**config.mk**
```make
export PLATFORM = sky130hd
export DESIGN_NAME = flags_unit_flat
export DESIGN_NICKNAME = d
export VERILOG_FILES = /design/src/rtl/flags_unit_if.sv /design/src/rtl/flags_unit.sv /design/src/flat_wrapper.sv
export SDC_FILE = /design/constraint.sdc
export NUM_CORES = 1
export LEC_CHECK = 0
export CAP_MARGIN = 20
export CORE_MARGIN = 2
export CORE_UTILIZATION = 23
export DETAILED_ROUTE_END_ITERATION = 10
export PLACE_DENSITY = 0.46
export REMOVE_ABC_BUFFERS = 1
export SLEW_MARGIN = 20
export SYNTH_ARGS = -nofsm -noshare
export SYNTH_HDL_FRONTEND = slang
export SYNTH_SLANG_ARGS = --single-unit
export TNS_END_PERCENT = 10
```
**constraint.sdc**
```tcl
create_clock -name clk -period 3 [get_ports clk]
set_clock_uncertainty 0.1 [all_clocks]
set_input_delay 0.3 -clock clk [delete_from_list [all_inputs] [get_ports clk]]
set_output_delay 0.3 -clock clk [all_outputs]
set_load 0.1 [all_outputs]
```
**src/rtl/flags_unit_if.sv**
```systemverilog
// flags_unit_if: control/data bundle between the datapath and the flag unit.
// Ports: master drives AC_update/opcode/op1/op2/AC_result/flag_ld/flag_din/
//        push/pop/err_clr and observes the flags and stack status;
//        slave is the flag unit's view of the same signals.
interface flags_unit_if #(
    parameter int WIDTH = 12,
    parameter int DEPTH = 4
);
    logic                         AC_update;
    logic [3:0]                   opcode;
    logic [WIDTH-1:0]             op1;
    logic [WIDTH-1:0]             op2;
    logic [WIDTH-1:0]             AC_result;
    logic                         flag_ld;
    logic [3:0]                   flag_din;
    logic                         push;
    logic                         pop;
    logic                         err_clr;
    logic                         N;
    logic                         Z;
    logic                         C;
    logic                         V;
    logic [$clog2(DEPTH+1)-1:0]   depth_cnt;
    logic                         full;
    logic                         empty;
    logic                         err_ovf;
    logic                         err_unf;

    modport master (
        output AC_update, opcode, op1, op2, AC_result, flag_ld, flag_din, push, pop, err_clr,
        input  N, Z, C, V, depth_cnt, full, empty, err_ovf, err_unf
    );

    modport slave (
        input  AC_update, opcode, op1, op2, AC_result, flag_ld, flag_din, push, pop, err_clr,
        output N, Z, C, V, depth_cnt, full, empty, err_ovf, err_unf
    );
endinterface

```
**src/rtl/flags_unit.sv**
```systemverilog
// flags_unit: registered N/Z/C/V condition flags with a LIFO flag stack.
// Ports: clk (rising edge), rst (asynchronous, active-low),
//        bus (flags_unit_if.slave): operands/result/opcode, AC_update,
//        flag_ld/flag_din, push/pop, err_clr in; N/Z/C/V, depth_cnt,
//        full/empty, sticky err_ovf/err_unf out.
module flags_unit #(
    parameter int         WIDTH  = 12,
    parameter int         DEPTH  = 4,
    parameter logic [3:0] OP_ADD = 4'b1001,
    parameter logic [3:0] OP_SUB = 4'b1010,
    parameter logic [3:0] OP_CMP = 4'b0100
) (
    input logic         clk,
    input logic         rst,
    flags_unit_if.slave bus
);
    localparam int DW = $clog2(DEPTH + 1);
    // stack index width, kept at least one bit so DEPTH=1 still elaborates
    localparam int AW = DEPTH > 1 ? $clog2(DEPTH) : 1;

    logic [3:0]     flags;
    logic [3:0]     flags_nxt;
    logic [3:0]     arith;
    logic [3:0]     stack [2**AW];
    logic [DW-1:0]  depth;
    logic [WIDTH:0] sum;
    logic           full;
    logic           empty;
    logic           is_add;
    logic           is_sub;
    logic           res_n;
    logic           a_n;
    logic           b_n;
    logic           do_push;
    logic           do_pop;
    logic           ovf_evt;
    logic           unf_evt;

    assign full   = depth == DW'(DEPTH);
    assign empty  = depth == '0;
    assign sum    = {1'b0, bus.op1} + {1'b0, bus.op2};
    assign is_add = bus.opcode == OP_ADD;
    assign is_sub = bus.opcode == OP_SUB || bus.opcode == OP_CMP;
    assign res_n  = bus.AC_result[WIDTH-1];
    assign a_n    = bus.op1[WIDTH-1];
    assign b_n    = bus.op2[WIDTH-1];

    // A simultaneous push and pop cancels out: stack untouched, no error,
    // and the flags are not restored from the stack.
    assign do_push = bus.push & ~bus.pop & ~full;
    assign do_pop  = bus.pop & ~bus.push & ~empty;
    assign ovf_evt = bus.push & ~bus.pop & full;
    assign unf_evt = bus.pop & ~bus.push & empty;

    always_comb begin
        arith = {res_n,
                 bus.AC_result == '0,
                 is_add ? sum[WIDTH] : is_sub ? bus.op1 >= bus.op2 : flags[1],
                 is_add ? (a_n == b_n) & (res_n != a_n) :
                 is_sub ? (a_n != b_n) & (res_n != a_n) : flags[0]};
        flags_nxt = do_pop      ? stack[AW'(depth - 1'b1)] :
                    bus.flag_ld ? bus.flag_din :
                    bus.AC_update ? arith : flags;
    end

    always_ff @(posedge clk or negedge rst) begin
        if (!rst) begin
            flags       <= '0;
            depth       <= '0;
            bus.err_ovf <= 1'b0;
            bus.err_unf <= 1'b0;
        end else begin
            flags       <= flags_nxt;
            depth       <= do_push ? depth + 1'b1 : do_pop ? depth - 1'b1 : depth;
            bus.err_ovf <= (bus.err_ovf & ~bus.err_clr) | ovf_evt;
            bus.err_unf <= (bus.err_unf & ~bus.err_clr) | unf_evt;
        end
    end

    // Stack contents need no reset: depth 0 makes every entry unreachable.
    always_ff @(posedge clk) begin
        if (do_push) stack[AW'(depth)] <= flags;
    end

    assign {bus.N, bus.Z, bus.C, bus.V} = flags;
    assign bus.depth_cnt = depth;
    assign bus.full      = full;
    assign bus.empty     = empty;
endmodule

```
**src/flat_wrapper.sv**
```systemverilog
// flat-port wrapper written by rule: the top's interface ports become plain ports
module flags_unit_flat 
#(
    parameter int         WIDTH  = 12,
    parameter int         DEPTH  = 4,
    parameter logic [3:0] OP_ADD = 4'b1001,
    parameter logic [3:0] OP_SUB = 4'b1010,
    parameter logic [3:0] OP_CMP = 4'b0100
)
  (clk, rst, bus_AC_update, bus_opcode, bus_op1, bus_op2, bus_AC_result, bus_flag_ld, bus_flag_din, bus_push, bus_pop, bus_err_clr, bus_N, bus_Z, bus_C, bus_V, bus_depth_cnt, bus_full, bus_empty, bus_err_ovf, bus_err_unf);
  flags_unit_if #(.WIDTH(WIDTH), .DEPTH(DEPTH)) bus_i ();
  input logic clk;
  input logic rst;
  input wire logic [$bits(bus_i.AC_update)-1:0] bus_AC_update;
  input wire logic [$bits(bus_i.opcode)-1:0] bus_opcode;
  input wire logic [$bits(bus_i.op1)-1:0] bus_op1;
  input wire logic [$bits(bus_i.op2)-1:0] bus_op2;
  input wire logic [$bits(bus_i.AC_result)-1:0] bus_AC_result;
  input wire logic [$bits(bus_i.flag_ld)-1:0] bus_flag_ld;
  input wire logic [$bits(bus_i.flag_din)-1:0] bus_flag_din;
  input wire logic [$bits(bus_i.push)-1:0] bus_push;
  input wire logic [$bits(bus_i.pop)-1:0] bus_pop;
  input wire logic [$bits(bus_i.err_clr)-1:0] bus_err_clr;
  output wire logic [$bits(bus_i.N)-1:0] bus_N;
  output wire logic [$bits(bus_i.Z)-1:0] bus_Z;
  output wire logic [$bits(bus_i.C)-1:0] bus_C;
  output wire logic [$bits(bus_i.V)-1:0] bus_V;
  output wire logic [$bits(bus_i.depth_cnt)-1:0] bus_depth_cnt;
  output wire logic [$bits(bus_i.full)-1:0] bus_full;
  output wire logic [$bits(bus_i.empty)-1:0] bus_empty;
  output wire logic [$bits(bus_i.err_ovf)-1:0] bus_err_ovf;
  output wire logic [$bits(bus_i.err_unf)-1:0] bus_err_unf;
  assign bus_i.AC_update = bus_AC_update;
  assign bus_i.opcode = bus_opcode;
  assign bus_i.op1 = bus_op1;
  assign bus_i.op2 = bus_op2;
  assign bus_i.AC_result = bus_AC_result;
  assign bus_i.flag_ld = bus_flag_ld;
  assign bus_i.flag_din = bus_flag_din;
  assign bus_i.push = bus_push;
  assign bus_i.pop = bus_pop;
  assign bus_i.err_clr = bus_err_clr;
  assign bus_N = bus_i.N;
  assign bus_Z = bus_i.Z;
  assign bus_C = bus_i.C;
  assign bus_V = bus_i.V;
  assign bus_depth_cnt = bus_i.depth_cnt;
  assign bus_full = bus_i.full;
  assign bus_empty = bus_i.empty;
  assign bus_err_ovf = bus_i.err_ovf;
  assign bus_err_unf = bus_i.err_unf;
  flags_unit #(.WIDTH(WIDTH), .DEPTH(DEPTH), .OP_ADD(OP_ADD), .OP_SUB(OP_SUB), .OP_CMP(OP_CMP)) u_core (.clk(clk), .rst(rst), .bus(bus_i));
endmodule
```
==> impl_metrics.py <==
metrics = {
    "grt": {
        "antenna_found_initial": 0,
        "grt_max_degree": 14,
        "grt_overflow": 0,
        "grt_usage": 0.102,
        "grt_pass1_vias": 1498,
        "grt_first_pass_wirelength_um": 7010,
    },
    "run_status": {
        "status": "completed",
    },
    "clock_network": {
        "clk_pin_slew_ns": 0.08,
        "tritoncts": "yes",
        "post_cts_buffers": 0,
        "cts-htree-levels": 1,
        "cts_resized": 0,
        "cts_hold_buf": 0,
        "clock_latency_ns": 0.26,
        "cts-root-buf": "clkbuf_8",
        "cts_buffer_depth": 2,
        "cts_sinks": 25,
        "cts_buffers": 3,
    },
    "placement": {
        "dp_hpwl_um": 3520,
        "gp_congestion": 0.712,
        "dp.cells": 329,
        "io_buffers": 61,
    },
    "critical_path": {
        "cp_max_fo": 7,
        "crit_arrival_ns": 2.00,
        "cp_cell_sequence": "inv_1 -> ha_1 -> ha_1 -> nor3b_2 -> and2_1",
        "critical-path-top-delay-family": "simple AND/OR/NAND/NOR gates",
        "crit_slowest_cell": "dfrtp_1",
        "critical_path_buf_inv_count": 1,
        "endpoint_kind": "flop",
        "r2r_cells": 5,
        "timing.critical_path.mode_cell": "ha_1",
        "cp_slowest_stage_delay_ns": 0.43,
        "cp.depth": 5,
        "worstPathRequired_ns": 2.84,
        "cp-start-kind": "flop",
        "crit_type": "flop to flop",
    },
    "timing": {
        "worst_hold_slack_ns": 0.255,
        "hold_violations": 0,
        "worst_slew_pin_slew_ns": 0.474,
        "slew_headroom": 0.683,
        "setup-violations-final": 0,
        "clock.fmax_ghz": 0.463,
        "period_minus_slack_ns": 2.16,
        "rsz0062_at_grt": "false",
        "min_period_over_period": 0.720,
        "drv_slew": 0,
    },
    "yosys": {
        "synth_top_family_by_area": "adder cells",
        "synth_compound_area_frac": 0.117,
        "syn-cell-area_um2": 1810,
        "async_flop_share": 0.360,
        "synth_cells": 167,
        "synth_xor_area_frac": 0.0145,
        "seq_area_frac_synth": 0.389,
        "ys_warn_count": 0,
        "synthMuxAreaShare": 0.0662,
        "synth_edf_count": 16,
        "synthFlopType": "edfxtp_1",
        "synth_simple_gate_area_frac": 0.148,
        "synth-adder-area-share": 0.207,
        "avgSynthCellArea_um2": 10.9,
        "ys_ff_latch": 25,
        "synth_cell_types": 42,
    },
    "power": {
        "swShare": 0.467,
        "p_sw_uw": 739,
        "p_seq_frac": 0.320,
        "vdd_drop_max_mv": 0.182,
        "clkPwrFrac": 0.120,
        "p_total_mw": 1.58,
        "cellPowerDensity_nw_per_um2": 617,
        "p_int_uw": 844,
        "power_leakage_nw": 1.08,
        "p_comb_frac": 0.560,
    },
    "drt": {
        "detail-route-antenna-nets": 0,
        "avgViaCountPerCell": 4.20,
        "drc_errors": 0,
        "drt_iter0_drc": 55,
        "wl_per_cell_um": 12.8,
        "vias": 1397,
        "finalWirelength_um": 4250,
        "first_pass_iters": 4,
    },
    "finish": {
        "diodes": 0,
        "finalNonFillerCells": 333,
        "fin_nets": 313,
        "area_growth_pct": 41.4,
        "n_fill_cell": 795,
        "drive_above_1_share": 0.113,
    },
    "floorplan": {
        "num_io_pins": 62,
        "die-area_um2": 8610,
        "dieHeight_um": 92.8,
        "dieWidth_um": 92.8,
        "row_count": 32,
        "core_um2": 7690,
        "initial_core_util": 0.236,
    },
    "job": {
        "drv_cap": 0,
    },
    "min_path": {
        "hold_class": "input port to asynchronous set/reset pin",
    },
}
==> sequential cells by signal, indices dropped and copies added (netlist names) <==
| signal | cells |
|---|---|
| u_core.bus.depth_cnt | 3 |
| u_core.flags | 4 |
| u_core.stack | 16 |
| u_core.bus.err_ovf | 1 |
| u_core.bus.err_unf | 1 |
==> cell usage after synthesis (2+ instances only) <==
library cell  number  area, um^2
o31ai_1            3        22.5
nor2b_1            2        12.5
nand2_1            8        30.0
nor3b_2            2        25.0
xnor2_1            3        26.3
and2_1             4        25.0
a21oi_1           13        65.1
dfrtp_1            9         225
nor3_1             5        25.0
nand3b_1           3        22.5
edfxtp_1          16         480
nor2_1             5        18.8
nor4_1             3        18.8
inv_1             23        86.3
ha_1              30         375
mux4_2             4        90.1
mux2i_1            3        30.0
o21ai_1            4        20.0
nand2b_1           2        12.5
o21ai_0            3        15.0
==> final cells by class <==
cell class | count | area, um^2 | area share
Tap cell | 102 | 128 | 0.0498
Inverter | 23 | 86.3 | 0.0337
Timing Repair Buffer | 63 | 598 | 0.233
Multi-Input combinational cell | 116 | 1000 | 0.391
Sequential cell | 25 | 706 | 0.275
Clock buffer | 4 | 45.0 | 0.0176
==> placed cells by master (no fill, tap or decap), types with 2 or more instances in the layout <==
cell / Yosys / layout
nor2b_1: 2 / 2
dfrtp_1: 9 / 9
nand2_1: 8 / 8
clkbuf_8: 0 / 3
nand3b_1: 3 / 3
nor4_1: 3 / 3
o21ai_1: 4 / 4
and2_1: 4 / 4
nor2_1: 5 / 5
o21ai_0: 3 / 3
o31ai_1: 3 / 3
nor3b_2: 2 / 2
inv_1: 23 / 23
edfxtp_1: 16 / 16
mux4_2: 4 / 4
xnor2_1: 3 / 3
nor3_1: 5 / 5
mux2i_1: 3 / 3
clkdlybuf4s50_1: 0 / 50
a21oi_1: 13 / 13
nand2b_1: 2 / 2
ha_1: 30 / 30
buf_4: 0 / 13
==> cell families after synthesis <==
kind of cell             count (synthesis)
buffers and inverters                   26
AO/OA/AOI/OAI                           34
AND/OR/NAND/NOR                         42
adder cells (fa/ha/maj)                 30
XOR/XNOR                                 3
multiplexers                             7
flip-flops                              25
==> worst paths after layout <==
kind                                                     start                      endpoint  slack, ns
setup / recovery           u_core.bus.depth_cnt[1]$_DFFE_PN0P_  u_core.stack[3][1]$_DFFE_PP_       0.84
hold / removal                                             rst  u_core.bus.err_unf$_DFF_PN0_       0.25
setup reg to reg           u_core.bus.depth_cnt[1]$_DFFE_PN0P_  u_core.stack[3][1]$_DFFE_PP_       0.84
hold reg to reg                   u_core.bus.err_ovf$_DFF_PN0_  u_core.bus.err_ovf$_DFF_PN0_       0.44
max in group asynchronous                                  rst   u_core.flags[0]$_DFFE_PN0P_       2.22
min in group clk                  u_core.bus.err_ovf$_DFF_PN0_  u_core.bus.err_ovf$_DFF_PN0_       0.44
==> metrics by stage <==
stage	util	worst slack (ns)	instance area (um^2)	TNS, ns
global route	0.334	0.651	2560	0
detailed placement	0.328	0.642	2520	0
global placement	0.328	0.665	2520	0
finish	0.334	0.839	2560	0
CTS	0.334	0.833	2560	0
floorplan	-	-0.522	1790	-4.84
==> power by group through the flow <==
stage               Clock [mW]  Combinational, mW  Sequential (mW)
floorplan                    0              0.341            0.808
global placement             0              0.897            0.514
detailed placement           0              0.898            0.513
CTS                      0.195              0.901            0.507
global route             0.218              0.955            0.517
finish                   0.190              0.886            0.506
==> routing by layer <==
layer	vias up	track usage	routed length, um
met5	-	0	0
met4	0	0.0147	19
met3	2	0.0212	203
met2	36	0.182	2150
met1	629	0.129	1870
li1	730	-	-
No activity file was read; power rests on OpenSTA's default activity.
==> patch 1 (same flow settings) <==
Make the reset (`rst`) synchronous in one clocked block. Comments in the files are not updated.
--- a/src/rtl/flags_unit.sv
+++ b/src/rtl/flags_unit.sv
@@ -65,3 +65,3 @@
 
-    always_ff @(posedge clk or negedge rst) begin
+    always_ff @(posedge clk) begin
         if (!rst) begin
Formal check against the unedited RTL: differs if rst is asserted again (counterexample within 4 cycles, from zero or initial values and one cycle with rst low); with rst held inactive, the same outputs for 10 cycles.
==> patch 1 against the original RTL <==
Setup slack got worse by 0.32 ns. Worst hold slack improved by 0.14 ns. Register-to-register slack improved by 0.05 ns. Area after synthesis decreased by 0.90%. Count of clock-buffer cells in the layout decreased by 1. Cell area about the same. Wire length decreased by 0.68%. Sequential cell count unchanged. Non-clock buffer count increased by 1. First-iteration DRC count decreased by 13%. Global-route usage increased by 0.084 points.
Power is not compared: it rests on default switching activity, and its combinational part moved more than twofold at a synthesized area within 25%.
==> patch 1: results (changes against the original RTL) <==
worst vdd ir=0.000184 V; vias in the first global route=1473 (was 1498); Yosys warnings=0 (unchanged); critical path's slowest cell=or4_4 (was dfrtp_1); routed vias/inst=4.27 (was 4.20); fin cells=335 (was 333); cts repair resizes=0 (unchanged); Inst Count DP=331 (was 329); fin nets=315 (was 313); ys async rst share=0 (was 0.360); drt first-iter violations=48 (was 55); Int Pwr=~0.00064 W; clk root buf=clkbuf_8 (unchanged); max reg flops=16 (unchanged); postcts setup bufs=0 (unchanged); pre-CTS setup slack=0.203 ns (was 0.642 ns); CTS Buf Count=3 (unchanged); Worst Path Arrival=2.61 ns (was 2.00 ns); ANT cells=0 (unchanged); initial antenna violation count=0 (unchanged); post-synthesis sequential area ratio=0.367 (was 0.389); share of cells above drive strength 1=0.120 (was 0.113); later-pin clock latency in the skew report=between 0.2 and 0.3 ns; largest net degree at the start of global routing=16 (was 14); post-synthesis cell type count=47 (was 42); measured slew at the worst slew-check pin=0.583 ns (was 0.474 ns); CP Max Fanout=5 (was 7); per-cell routed wire length=12.6 microns (was 12.8 microns); status=finished, final reports clean (unchanged); First-pass DRT Iterations=4 (unchanged); slowest stage delay, CP=0.57 ns (was 0.43 ns); IO Port Bufs=61 (unchanged); Most flops, register=u_core.stack (unchanged); Synth top cells by count=30 x ha_1, 21 x inv_1, 16 x edfxtp_1 (was 30 x ha_1, 23 x inv_1, 16 x edfxtp_1); GRT Overall Usage=0.103 (was 0.102); global-route wire length before repair=7.08 mm (was 7.01 mm); top cells by area, synth=edfxtp_1 27%, ha_1 21%, dfxtp_1 10% (was edfxtp_1 26%, ha_1 21%, dfrtp_1 12%); clock buffer depth=2 (unchanged); CTS H-Tree Depth=1 (unchanged); clk slew on worst S/H paths=0.10 ns (was 0.08 ns); Post-Syn Area per Cell=10.7 sq um (was 10.9 sq um); Setup Viol. Count Final=0 (unchanged); DP HPWL=3.50 mm (was 3.52 mm); Pleak=roughly 1.1 nW; hold crit path type=flop to flop (was primary input to async pin); Post-synth EDFFs=16 (unchanged); GPL Wtd Cong=0.714 (was 0.712)
## patch 1: layout make-up
cell class,count,area (sq um)
fill,790,5080
multi-input combinational,119,1050
sequential,25,661
timing repair buffer,64,606
tap,102,128
inverter,21,78.8
clock buffer,3,41.3
clock inverter,1,7.51
## patch 1: worst paths after layout
| kind | from | endpoint | slack, ns | depth (start not counted) |
|---|---|---|---|---|
| hold / removal | u_core.bus.err_ovf | u_core.bus.err_ovf | 0.39 | 2 |
| hold reg to reg | u_core.bus.err_ovf | u_core.bus.err_ovf | 0.39 | 2 |
| setup reg to reg | u_core.bus.depth_cnt[1] | u_core.flags[0] | 0.89 | 9 |
| setup / recovery | bus_op2[11] | u_core.flags[1] | 0.51 | 8 |
## patch 1: layer usage
layer | up-vias | track usage | part of all wire
met1 | 653 | 0.135 | 0.46
met5 | - | 0 | 0
met4 | 0 | 0.0187 | 0.0054
met2 | 28 | 0.179 | 0.50
met3 | 2 | 0.0155 | 0.036
li1 | 748 | - | -
## patch 1: per-stage QoR
stage	hold WS, ns	power [W]	TNS (ns)	instance area (sq um)
after global routing	0.431	0.00107	0	2570
after detailed placement	0.384	0.000811	0	2520
after floorplan	0.320	0.000665	-9.23	1790
after CTS	0.400	0.00102	0	2570
final	0.392	0.00101	0	2570
after global placement	0.379	0.000811	0	2520
## patch 1: critical path: cells and delay by family
family	cells	cell delay, ns
adders and majority gates	1	0.35
buffers and inverters	2	0.53
AOI/OAI and AO/OA	3	0.75
and+or+nand+nor	2	0.68
## patch 1: power groups by stage
stage               clock network [W]  logic [W]  registers (W)
global placement                    0   0.000398       0.000413
detailed placement                  0   0.000397       0.000414
global route                 0.000230   0.000426       0.000409
CTS                          0.000214   0.000399       0.000406
finish                       0.000208   0.000392       0.000405
floorplan                           0   0.000168       0.000497
## patch 1: logic make-up after synthesis
logic type | after synthesis | share of synthesized area
AO/OA/AOI/OAI | 34 | 0.137
buffers and inverters | 24 | 0.0508
multiplexers | 6 | 0.0612
adder cells (fa/ha/maj) | 30 | 0.209
AND/OR/NAND/NOR | 47 | 0.165
XOR/XNOR | 2 | 0.00974
flip-flops | 25 | 0.367
==> patch 2 (config.mk and constraints unchanged) <==
Made on the original files. `WIDTH` is set to 12 in 3 places; all go to 14.
--- a/src/rtl/flags_unit_if.sv
+++ b/src/rtl/flags_unit_if.sv
@@ -5,3 +5,3 @@
 interface flags_unit_if #(
-    parameter int WIDTH = 12,
+    parameter int WIDTH = 14,
     parameter int DEPTH = 4
--- a/src/rtl/flags_unit.sv
+++ b/src/rtl/flags_unit.sv
@@ -6,3 +6,3 @@
 module flags_unit #(
-    parameter int         WIDTH  = 12,
+    parameter int         WIDTH  = 14,
     parameter int         DEPTH  = 4,
--- a/src/flat_wrapper.sv
+++ b/src/flat_wrapper.sv
@@ -3,3 +3,3 @@
 #(
-    parameter int         WIDTH  = 12,
+    parameter int         WIDTH  = 14,
     parameter int         DEPTH  = 4,
Interface: changed (resized bus_AC_result, bus_op1 and bus_op2); port bits go from 62 to 68. No check against the original RTL was run, so the function may have changed too.
==> patch 2 against the original RTL <==
Clock power increased by 14%. Sequential cell count unchanged. Area after synthesis increased by 4.1%. Combinational power increased by 2.6%. Wire length increased by 11%. Power increased by 3.1%. Sequential power about the same. Setup slack got worse by 0.22 ns. Critical path depth increased by 2. Die area increased by 4.0%. Cell area increased by 6.7%. Synthesized cell count increased by 9.6%. Largest cell class unchanged.
==> patch 2: results (changes against the original RTL) <==
status=finished, final reports clean (unchanged); mux cell area share after synthesis=0.0583 (was 0.0662); Synth top cells by count=34 x ha_1, 26 x inv_1, 16 x edfxtp_1 (was 30 x ha_1, 23 x inv_1, 16 x edfxtp_1); post-synthesis sequential area ratio=0.374 (was 0.389); final WL=4.71 mm (was 4.25 mm); DP HPWL=3.76 mm (was 3.52 mm); reg-to-reg slack, setup=0.82 ns (was 0.84 ns); depth of the most critical reg-to-reg path=9 (was 5); Compound-Gate Fraction of Synth Area=0.119 (was 0.117); CP Max Fanout=6 (was 7); clk slew on worst S/H paths=0.10 ns (was 0.08 ns); drt first-iter violations=28 (was 55); Synth Area in XOR/XNOR=0.0139 (was 0.0145); GPL Wtd Cong=0.693 (was 0.712); fin nets=346 (was 313); Pleak=1.16 nW (was 1.08 nW); largest net degree at the start of global routing=17 (was 14); routed vias/inst=4.33 (was 4.20); post-synthesis cell type count=40 (was 42); Worst Path Arrival=2.48 ns (was 2.00 ns); top cells by area, synth=edfxtp_1 25%, ha_1 23%, dfrtp_1 12% (was edfxtp_1 26%, ha_1 21%, dfrtp_1 12%); GRT Overall Usage=0.108 (was 0.102); IO Port Bufs=67 (was 61); global-route wire length before repair=7.63 mm (was 7.01 mm); Area after DPL=2690 sq um (was 2520 sq um)
[patch 2: per-layer routing]
metal | vias to the layer above | GRT usage | wire (microns)
met1 | 715 | 0.149 | 2250
li1 | 801 | - | -
met5 | - | 0 | 0
met4 | 0 | 0.0181 | 14
met3 | 2 | 0.0152 | 234
met2 | 35 | 0.182 | 2220
[patch 2: report_power, final]
group | leakage (nW) | switching [W] | internal, W
logic | 0.878 | 0.000597 | 0.000312
clock network | 0.0261 | 0.000118 | 0.0000974
registers | 0.255 | 0.0000558 | 0.000452
[patch 2: kinds of logic after synthesis]
kind of cell | after synthesis
AO/OA/AOI/OAI | 36
flip-flops | 25
buffers and inverters | 30
AND/OR/NAND/NOR | 49
XOR/XNOR | 3
multiplexers | 6
adder cells (fa/ha/maj) | 34
[patch 2: how the worst max path moves through the flow]
| stage | start | to | slack [ns] | cells after the start |
|---|---|---|---|---|
| final | bus_op2[13] | u_core.flags[1] | 0.62 | 7 |
| after global routing | bus_op2[13] | u_core.flags[1] | 0.50 | 7 |
| after CTS | bus_op2[13] | u_core.flags[1] | 0.61 | 7 |
| after detailed placement | bus_op2[13] | u_core.flags[1] | 0.34 | 7 |
| after global placement | bus_op2[13] | u_core.flags[1] | 0.36 | 7 |
| after floorplan | u_core.bus.depth_cnt[0] | u_core.flags[1] | -0.82 | 8 |
[patch 2: metrics by stage]
step | TNS, ns | total power [W] | hold slack (ns) | cells | utilization
floorplan | -9.69 | 0.00115 | -0.0956 | 180 | -
global placement | 0 | 0.00143 | 0.419 | 355 | 0.332
detailed placement | 0 | 0.00143 | 0.429 | 355 | 0.332
CTS | 0 | 0.00165 | 0.283 | 359 | 0.338
global route | 0 | 0.00173 | 0.269 | 359 | 0.338
finish | 0 | 0.00163 | 0.254 | 359 | 0.338
[patch 2: layout make-up]
class	instances	share of cell area
sequential	25	0.258
inverter	27	0.0370
clock inverter	1	0.00320
tap	105	0.0480
timing repair buffer	70	0.248
multi-input combinational	128	0.391
clock buffer	3	0.0151
[patch 2: critical path: stages]
cell and delay [ns]:
clkdlybuf4s50_1 0.50, inv_1 0.05, ha_1 0.36, or4_1 0.54
a31o_1 0.19, a2111o_1 0.39, a31oi_1 0.13
